==> config.mk <==
export PLATFORM = sky130hd
export DESIGN_NAME = ising_run_sequencer
export DESIGN_NICKNAME = d
export VERILOG_FILES = /design/src/rtl/ising_ctrl_pkg.sv /design/src/rtl/ising_spin_sync.sv /design/src/rtl/ising_run_sequencer.sv
export SDC_FILE = /design/constraint.sdc
export NUM_CORES = 1
export LEC_CHECK = 0
export ABC_AREA = 1
export BUFFER_PORTS_ARGS = -buffer_cell sky130_fd_sc_hd__clkbuf_2
export CAP_MARGIN = 20
export CORE_ASPECT_RATIO = 0.5
export CORE_UTILIZATION = 45
export DETAILED_ROUTE_END_ITERATION = 16
export PLACE_DENSITY = 0.69
export SLEW_MARGIN = 10
export SYNTH_ARGS = -nofsm -noshare
export SYNTH_HDL_FRONTEND = slang
export SYNTH_SLANG_ARGS = --single-unit
==> constraint.sdc <==
create_clock -name clk_main_a0 -period 8.75 [get_ports clk_main_a0]
set_input_delay 0.4375 -clock clk_main_a0 [delete_from_list [all_inputs] [get_ports clk_main_a0]]
set_output_delay 0.4375 -clock clk_main_a0 [all_outputs]
set_load 0.1 [all_outputs]
==> src/rtl/ising_ctrl_pkg.sv <==
// ---------------------------------------------------------------------------
// ising_ctrl_pkg
// Shared definitions for the Ising array run sequencer: FSM state encoding,
// config register byte offsets and CTRL register bit positions.
// No ports (package).
// ---------------------------------------------------------------------------
package ising_ctrl_pkg;

   typedef enum logic [2:0] {
      IDLE,
      RESET,
      RUN,
      SETTLE,
      CAPTURE,
      DONE
   } state_t;

   localparam logic [31:0] REG_CTRL       = 32'h0000_0000;
   localparam logic [31:0] REG_RUN_CYCLES = 32'h0000_0004;
   localparam logic [31:0] REG_NUM_RUNS   = 32'h0000_0008;

   localparam int CTRL_START   = 0;
   localparam int CTRL_ABORT   = 1;
   localparam int CTRL_CLR_ERR = 2;

endpackage

==> src/rtl/ising_spin_sync.sv <==
// ---------------------------------------------------------------------------
// ising_spin_sync
// Multi-flop synchroniser bringing the free-running oscillator spin outputs
// into the clk_main_a0 domain. Each bit is synchronised independently; the
// spins are frozen (core_run low) long enough before sampling that bit-skew
// across the bus does not matter.
// Ports:
//   clk_main_a0  in   1  main clock
//   spins_raw    in   N  asynchronous spin outputs from the array
//   spins_sync   out  N  synchronised spins
// ---------------------------------------------------------------------------
module ising_spin_sync #(
   parameter int N           = 64,
   parameter int SYNC_STAGES = 2
) (
   input  logic         clk_main_a0,
   input  logic [N-1:0] spins_raw,
   output logic [N-1:0] spins_sync
);

   (* ASYNC_REG = "TRUE" *) logic [N-1:0] sync_chain [SYNC_STAGES];

   always_ff @(posedge clk_main_a0) begin
      sync_chain[0] <= spins_raw;
      for (int i = 1; i < SYNC_STAGES; i++) begin
         sync_chain[i] <= sync_chain[i-1];
      end
   end

   assign spins_sync = sync_chain[SYNC_STAGES-1];

endmodule

==> src/rtl/ising_run_sequencer.sv <==
// ---------------------------------------------------------------------------
// ising_run_sequencer
// Run-control for the coupled-oscillator Ising array. Decodes host config
// writes, forwards weight writes to the array while idle, and sequences each
// anneal: reset -> run -> freeze/settle -> capture, repeated NUM_RUNS times.
// Ports:
//   clk_main_a0   in   1       main clock
//   rst_main_n    in   1       asynchronous active-low reset
//   cfg_wr_valid  in   1       write strobe
//   cfg_wr_addr   in   ADDR_W  write byte address
//   cfg_wr_data   in   32      write data
//   cfg_wr_ack    out  1       ack, one cycle after every write strobe
//   core_we       out  1       weight write strobe to array
//   core_waddr    out  ADDR_W  weight address (relative to WEIGHT_BASE)
//   core_wdata    out  32      weight data
//   core_rstn     out  1       array reset, active low
//   core_run      out  1       array oscillation enable
//   core_spins    in   N       raw asynchronous spin outputs
//   snap_spins    out  N       spins captured at end of last run
//   busy          out  1       sequencer not idle
//   done          out  1       sticky job-complete flag
//   err           out  1       sticky rejected-write / start-while-busy flag
//   runs_done     out  16      completed runs in current/last job
// ---------------------------------------------------------------------------
module ising_run_sequencer
   import ising_ctrl_pkg::*;
#(
   parameter int                N           = 64,
   parameter int                ADDR_W      = 32,
   parameter int                RST_CYCLES  = 16,
   parameter int                SYNC_STAGES = 2,
   parameter logic [ADDR_W-1:0] WEIGHT_BASE = 'h100
) (
   input  logic              clk_main_a0,
   input  logic              rst_main_n,
   input  logic              cfg_wr_valid,
   input  logic [ADDR_W-1:0] cfg_wr_addr,
   input  logic [31:0]       cfg_wr_data,
   output logic              cfg_wr_ack,
   output logic              core_we,
   output logic [ADDR_W-1:0] core_waddr,
   output logic [31:0]       core_wdata,
   output logic              core_rstn,
   output logic              core_run,
   input  logic [N-1:0]      core_spins,
   output logic [N-1:0]      snap_spins,
   output logic              busy,
   output logic              done,
   output logic              err,
   output logic [15:0]       runs_done
);

   localparam logic [31:0] RST_LOAD    = 32'(RST_CYCLES - 1);
   localparam logic [31:0] SETTLE_LOAD = 32'(SYNC_STAGES);

   function automatic logic [15:0] sat_inc(input logic [15:0] v);
      return (v == 16'hFFFF) ? v : v + 16'd1;
   endfunction

   // Reset: asserts asynchronously, releases on a clock edge.
   logic [1:0] rst_sync;
   logic       rst_n;

   always_ff @(posedge clk_main_a0 or negedge rst_main_n) begin
      if (!rst_main_n) rst_sync <= 2'b00;
      else             rst_sync <= {rst_sync[0], 1'b1};
   end
   assign rst_n = rst_sync[1];

   logic [N-1:0] spins_sync;

   ising_spin_sync #(
      .N           (N),
      .SYNC_STAGES (SYNC_STAGES)
   ) u_spin_sync (
      .clk_main_a0 (clk_main_a0),
      .spins_raw   (core_spins),
      .spins_sync  (spins_sync)
   );

   state_t      state;
   logic [31:0] cnt;          // shared by RESET / RUN / SETTLE
   logic [31:0] run_cycles;
   logic [15:0] num_runs;
   logic [31:0] job_len;      // effective run length latched at start
   logic [15:0] job_runs;     // effective run count latched at start

   logic wr_ctrl, wr_rc, wr_nr, wr_wgt;

   assign busy    = (state != IDLE);
   assign wr_ctrl = cfg_wr_valid && (cfg_wr_addr == ADDR_W'(REG_CTRL));
   assign wr_rc   = cfg_wr_valid && (cfg_wr_addr == ADDR_W'(REG_RUN_CYCLES));
   assign wr_nr   = cfg_wr_valid && (cfg_wr_addr == ADDR_W'(REG_NUM_RUNS));
   assign wr_wgt  = cfg_wr_valid && (cfg_wr_addr >= WEIGHT_BASE);

   always_ff @(posedge clk_main_a0 or negedge rst_n) begin
      if (!rst_n) begin
         state      <= IDLE;
         cnt        <= '0;
         run_cycles <= '0;
         num_runs   <= '0;
         job_len    <= '0;
         job_runs   <= '0;
         cfg_wr_ack <= 1'b0;
         core_we    <= 1'b0;
         core_rstn  <= 1'b0;
         core_run   <= 1'b0;
         snap_spins <= '0;
         done       <= 1'b0;
         err        <= 1'b0;
         runs_done  <= '0;
      end else begin
         cfg_wr_ack <= cfg_wr_valid;
         core_we    <= 1'b0;

         // clr_err first so that a rejection in the same cycle still wins
         if (wr_ctrl && cfg_wr_data[CTRL_CLR_ERR]) err <= 1'b0;

         if (wr_rc) begin
            if (busy) err <= 1'b1;
            else      run_cycles <= cfg_wr_data;
         end
         if (wr_nr) begin
            if (busy) err <= 1'b1;
            else      num_runs <= cfg_wr_data[15:0];
         end
         if (wr_wgt) begin
            if (busy) err <= 1'b1;
            else      core_we <= 1'b1;
         end

         case (state)
            RESET: begin
               if (cnt == '0) begin
                  state     <= RUN;
                  cnt       <= job_len - 32'd1;
                  core_rstn <= 1'b1;
                  core_run  <= 1'b1;
               end else begin
                  cnt <= cnt - 32'd1;
               end
            end
            RUN: begin
               if (cnt == '0) begin
                  state    <= SETTLE;
                  cnt      <= SETTLE_LOAD;
                  core_run <= 1'b0;
               end else begin
                  cnt <= cnt - 32'd1;
               end
            end
            SETTLE: begin
               if (cnt == '0) state <= CAPTURE;
               else           cnt   <= cnt - 32'd1;
            end
            CAPTURE: begin
               snap_spins <= spins_sync;
               runs_done  <= sat_inc(runs_done);
               if (({1'b0, runs_done} + 17'd1) < {1'b0, job_runs}) begin
                  state     <= RESET;
                  cnt       <= RST_LOAD;
                  core_rstn <= 1'b0;
               end else begin
                  state <= DONE;
               end
            end
            DONE: begin
               done  <= 1'b1;
               state <= IDLE;
            end
            default: ;
         endcase

         // Host commands override the sequencing above; abort beats start.
         if (wr_ctrl && cfg_wr_data[CTRL_ABORT]) begin
            state     <= IDLE;
            core_run  <= 1'b0;
            core_rstn <= 1'b0;
         end else if (wr_ctrl && cfg_wr_data[CTRL_START]) begin
            if (busy) begin
               err <= 1'b1;
            end else begin
               done      <= 1'b0;
               runs_done <= '0;
               job_len   <= (run_cycles == '0) ? 32'd1 : run_cycles;
               job_runs  <= (num_runs == '0) ? 16'd1 : num_runs;
               cnt       <= RST_LOAD;
               core_rstn <= 1'b0;
               core_run  <= 1'b0;
               state     <= RESET;
            end
         end
      end
   end

   // Weight address/data are payload only; core_we qualifies them.
   always_ff @(posedge clk_main_a0) begin
      if (wr_wgt && !busy) begin
         core_waddr <= cfg_wr_addr - WEIGHT_BASE;
         core_wdata <= cfg_wr_data;
      end
   end

endmodule

# After elaboration in Yosys (flattened, before gate mapping)
# Memories as Yosys holds them, arrays and structs flattened. A register that Yosys moved wholly into a read port is not among the register bits.
# Cells that the tools add are included.
# totals
wordCells	103
memories	1
reg_bits	219
mem_bits_rw	128
# op_classes
mux	51
n_lt_le_gt_ge	2
bitwise	2
reduce_logical	18
add_sub_neg	5
n_eq_ne	8
# mem_list
name	depth	word_bits	read_ports	rd_ports_with_merged_regs	write_ports	line	text
u_spin_sync.sync_chain	2	64	2	1	2	ising_spin_sync.sv:21	(* ASYNC_REG = "TRUE" *) logic [N-1:0] sync_chain [SYNC_STAGES];
# op_table
cell	n
$mux 32	8
$pmux 32 s4	1
$logic_not 32->1	3
$mux 16	6
$sub 32x1->32 const B	2
$eq 32x3->1 const B	1
$eq 32x4->1 const B	1
$ge 32x9->1 const B	1
$sub 32x9->32 const B	1
$mux 1	26
$mux 3	7
$add 16x1->17 const B	1
$lt 17x16->1	1
$add 16x1->16 const B	1
$eq 16x16->1 const B	1
$logic_not 16->1	1
$pmux 3 s5	1
$logic_and 1x1->1	8
$eq 3x2->1 const B	2
$eq 3x3->1 const B	2
$pmux 1 s2	2
$reduce_and 2->1	2
$eq 3x1->1 const B	1
$reduce_and 3->1	1
3 further kinds	5

# Longest topological paths before layout
# logic_depth
depth_word	13
ltp_mapped	21
ltp_nobuf	20

# By module
# A second synthesis with hierarchy kept.
# hier_totals
cells_unflattened	1890
hier_area_um2	17157.7
# modules_own_cells
mod	cells_per_inst	area_each_um2	instances
ising_run_sequencer	1698	14114.8	1
ising_spin_sync	192	3042.9	1

# Worst setup path before layout
# OpenSTA, ideal clock, no wires.
# synth_path
kind	reg-to-reg
startpoint	register state[0]
endpoint	register core_waddr[0] (enable)
setup_slack_ns	4.165
period_less_slack_ns	4.585
t_arrival_ns	4.097
setup_time_ns	0.487
path_stages_with_launch	4
required_ns	8.263
n_path_buf	0
cell_sequence	dfrtp_1 -> nor2_1 -> nand2_1 -> nor2_1
# synth_via
elab_chain_len	3
# synth_rtl
element	line	text
start: declaration	ising_run_sequencer.sv:81	state_t state;
start signal: assignment	ising_run_sequencer.sv:98	state <= IDLE;
start signal: assignment	ising_run_sequencer.sv:135	state <= RUN;
start signal: assignment	ising_run_sequencer.sv:145	state <= SETTLE;
$reduce_bool 3->1	ising_run_sequencer.sv:90	assign busy = (state != IDLE);
via busy	ising_run_sequencer.sv:47	output logic busy,
$logic_not 1->1	ising_run_sequencer.sv:198	if (wr_wgt && !busy) begin
$logic_and 1x1->1	ising_run_sequencer.sv:198	
end signal: assignment	ising_run_sequencer.sv:199	core_waddr <= cfg_wr_addr - WEIGHT_BASE;
end: declaration	ising_run_sequencer.sv:41	output logic [ADDR_W-1:0] core_waddr,
# The timed path passes the listed nets, and every way through them passes these cells.
# A chain may end at the register's enable or synchronous reset.

# Worst setup path in the final report
# layout_path
startpoint	register runs_done[0]
endpoint	register cnt[21]
# layout_via
elab_chain_len	7
# layout_rtl
element	line	text
start: declaration	ising_run_sequencer.sv:50	output logic [15:0] runs_done
start signal: assignment	ising_run_sequencer.sv:158	runs_done <= sat_inc(runs_done);
$add 16x1->17 (*)	ising_run_sequencer.sv:159	if (({1'b0, runs_done} + 17'd1) < {1'b0, job_runs}) begin
$lt 17x16->1 (*)	ising_run_sequencer.sv:159	
$mux 32 (*)	ising_run_sequencer.sv:159	
$pmux 32 s4 (*)	ising_run_sequencer.sv:132	case (state)
$mux 32	ising_run_sequencer.sv:180	if (busy) begin
$mux 32	ising_run_sequencer.sv:179	end else if (wr_ctrl && cfg_wr_data[CTRL_START]) begin
$mux 32 (*)	ising_run_sequencer.sv:175	if (wr_ctrl && cfg_wr_data[CTRL_ABORT]) begin
end signal: assignment	ising_run_sequencer.sv:136	cnt <= job_len - 32'd1;
end signal: assignment	ising_run_sequencer.sv:140	cnt <= cnt - 32'd1;
end signal: assignment	ising_run_sequencer.sv:149	cnt <= cnt - 32'd1;
end: declaration	ising_run_sequencer.sv:82	logic [31:0] cnt;
# Every way passes the cells marked *; elsewhere a longest branch is shown, timed or not.

==> key figures <==
Outcome
  • Status: finished with violations
  • Violations in the final reports: design-rule violations

Min path
  • Tightest Hold Check Type: in2reg
  • Hold path depth: 1

STA
  • Unrepaired setup endpoints after global routing: no
  • Final Setup Violations: 0
  • TNS Setup: 0 ps
  • Final critical path time including I/O delays and setup: 3980 ps
  • Final hold slack: 81.6 ps
  • Actual transition at the worst max-transition pin: 1050 ps
  • Count of pins over their slew limit: 0
  • Fmax: ~0.25 GHz
  • Fin crit share: between 40% and 50%
  • Relative slew slack: 30.2%
  • Worst clock skew: 20.4 ps
  • Final hold violation count: 0

Detailed routing
  • Number of antenna-violating nets in the routed design: 0
  • Total via count after detailed routing: 13400
  • DR DRC count: 4
  • Wire length reported by the detailed router: 41.5 mm
  • Number of DRC markers in iteration 0: 812
  • Average detailed-routed wire length per instance: 15.3 um
  • Vias per inst: slightly below 5
  • Length of the first detailed-routing pass in iterations: 13

Clock tree
  • Clock transition at the registers of the reported paths: around 70 ps
  • Number of clock buffers inserted by TritonCTS: 37
  • Maximum clock insertion buffer count: 3
  • Count of instances resized after the clock tree is built: 0
  • Root Driver: clkbuf_16
  • Total setup buffers inserted after CTS: 0
  • Num Clock Sinks: 411
  • Clock latency of the later-clocked register in the worst-skew pair: 540 ps
  • H-tree levels: 2
  • TritonCTS clock tree: built

Synthesis
  • Async set-or-reset flop fraction in the synthesized netlist: 53.3%
  • Main synth FF type: dfrtp_1
  • Net count after synthesis: roughly 2000
  • Mean instance size in the synthesized netlist: 8.97 um^2
  • Number of different library cells in the post-synthesis netlist: 44
  • Count of synthesis-stage warnings from yosys: 0
  • Gate count after technology mapping: 1861
  • Share of the yosys chip area belonging to registers: 59.7%
  • Synth Register Bits: roughly 400
  • Number of enable flip-flop cells after synthesis: 64
  • Area of the mapped netlist: 16700 um^2

Global route
  • Via count of the first global-routing pass: 13000
  • Global-route wire length before repair: 67.4 mm
  • Leftover overflow at the end of global routing: 0
  • Largest net degree at the start of global routing: roughly 150
  • Initial antenna violation count: 2
  • All-layer global routing usage: 22.1%

Place
  • RePlAce Congestion: 0.915
  • Placed Cells: 2583
  • IO buf count: approximately 280
  • Total half-perimeter wirelength after legalization and detailed placement: between 20 and 30 mm

Setup path
  • Category of the worst setup path launch point: flip-flop
  • CP Max Fanout: 27
  • Data arrival time of the worst path: around 4400 ps
  • Worst reg-to-reg path cell count: 19
  • Max stage delay cell, worst path: nand2_1
  • Crit path capture type: flip-flop
  • Number of stages on the worst setup path: 19
  • Kind of cell with the highest combined delay on the critical path: simple AND/OR/NAND/NOR gates
  • Slowest stage delay, CP: roughly 800 ps
  • CP Class: reg2reg
  • List of cells traversed by the critical path: ha_1 > nand3_1 > nor2_1 > nand3_1 > nor2_1 > nand2_1 > xor2_1 > inv_1 > ha_1 > nand2_1 > inv_1 > nand3_1 > nor2_1 > nand3_1 > nand3_1 > nand2_1 > nand2_1 > nand2_1 > a21oi_1
  • Required time of the worst setup path: 9200 ps
  • Worst path buffer plus inverter count: 2

Finish
  • Area growth from synthesis to layout: 22.5%
  • Post-layout nets: around 2400
  • Share of layout cells above drive strength 1: 17.2%
  • Final Instance Count excl. Fillers: between 2000 and 3000

Die
  • Placeable core region: between 30000 and 40000 um^2
  • Placement Rows: 49
  • Die Span X: 274 um
  • Starting Density: 46.1%
  • Boundary pin count: 282
  • Die boundary height: 138 um
  • Area enclosed by the die boundary: 37900 um^2

Power and ir drop
  • Leakage power figure: 9.96 nW
  • Worst-case vdd ir drop: roughly 0.14 mV
  • Power density normalized to cell area: 181 nW/um^2

Job
  • Max-capacitance violation count: 0
power breakdown:
group | switching (W) | internal (W) | total (W) | leakage, nW
Sequential | 0.0000154 | 0.00197 | 0.00198 | 4.37
Combinational | 0.0000498 | 0.0000485 | 0.0000983 | 5.01
Clock | 0.000732 | 0.000895 | 0.00163 | 0.585
Total | 0.000797 | 0.00291 | 0.00371 | 9.96
Yosys cell counts (2+ instances only):
cell type	number	area, um^2
nor4_1	10	62.6
nor2_1	214	803
nand4_1	29	181
mux2_2	16	180
o22ai_1	2	12.5
buf_6	3	33.8
xnor2_1	26	228
o21ai_1	6	30.0
dfxtp_1	128	2560
a22oi_1	3	22.5
o21a_1	3	22.5
nor2_2	2	12.5
nor3_1	21	105
buf_4	3	22.5
inv_1	173	649
edfxtp_1	64	1920
nand2_1	553	2080
nand3_1	76	380
ha_1	22	275
xor2_1	31	272
o211ai_1	11	82.6
clkbuf_1	33	124
a21oi_1	52	260
or2_2	5	31.3
a41oi_1	2	17.5
nand3b_1	2	15.0
o21ai_0	124	621
dfrtp_1	219	5480
buf_2	13	65.1
metal layers:
layer  track usage [%]  routed length (um)  vias up
met5                 0                   0        -
met4              8.04                1430        0
met3              3.75                1740      101
met2              37.0               20200      301
met1              29.0               18100     6367
li1                  -                   -     6644
placed cells by master (no fill, tap or decap), types with 10 or more instances in the layout:
cell type	netlist	final
dfrtp_1	219	218
ha_1	22	22
o21ai_0	124	124
nand3_1	76	75
xor2_1	31	31
xnor2_1	26	26
dfxtp_1	128	128
mux2_2	16	16
nand2_1	553	553
clkbuf_16	0	39
clkbuf_2	0	281
nor4_1	10	10
nand4_1	29	29
inv_1	173	172
edfxtp_1	64	64
dlygate4sd3_1	0	65
clkbuf_1	33	11
nor3_1	21	21
o211ai_1	11	11
a21oi_1	52	52
nor2_1	214	212
cells by family after synthesis:
family | count (synthesis) | share of synthesized area, %
compound gates | 208 | 6.66
xor+xnor | 57 | 2.99
fa+ha+maj | 22 | 1.65
buf+inv | 227 | 5.41
flops | 411 | 59.7
mux | 17 | 1.14
other cells | 1 | 0.0225
simple gates | 918 | 22.4
stage by stage:
stage	utilization, %	cell area (um^2)	total power, W	setup slack, ps
2_1_floorplan	-	16700	0.00205	2200
3_3_place_gp	51.2	18500	0.00209	4970
6_report	56.4	20500	0.00371	4770
3_5_place_dp	51.2	18600	0.00210	4760
4_1_cts	56.4	20400	0.00374	4760
5_1_grt	56.4	20500	0.00383	4270
state kept, by name, summed over array words and instances, names as in the netlist:
signal	cells
err	1
done	1
job_runs	16
cnt	32
num_runs	16
core_waddr	32
job_len	32
core_rstn	1
state	3
u_spin_sync.sync_chain	128
core_wdata	32
cfg_wr_ack	1
snap_spins	64
rst_sync	2
run_cycles	32
core_we	1
runs_done	16
core_run	1
final cells by class:
cell class | count | area, um^2
inverters | 175 | 658
fillers | 3196 | 15800
clock buffers | 54 | 1070
flip-flops and latches | 411 | 9970
well taps | 484 | 606
repair buffers | 356 | 2160
diodes | 2 | 5.00
clock inverters | 14 | 139
multi-input cells | 1223 | 5840
timing repair:
action                     CTS  global route
hold buffers                65             0
hold endpoints to repair    66             0
setup endpoints to repair    0             0
worst paths after layout:
kind,from,endpoint,slack (ps)
max,runs_done[0],cnt[21],4770
min,cfg_wr_data[2],core_wdata[2],80
max reg2reg,runs_done[0],cnt[21],4770
min reg2reg,u_spin_sync.sync_chain[0][11],u_spin_sync.sync_chain[1][11],320
max in group asynchronous,rst_sync[1],run_cycles[18],6960
min in group asynchronous,rst_main_n,rst_sync[1],250
Power figures use the tool's default switching activity.
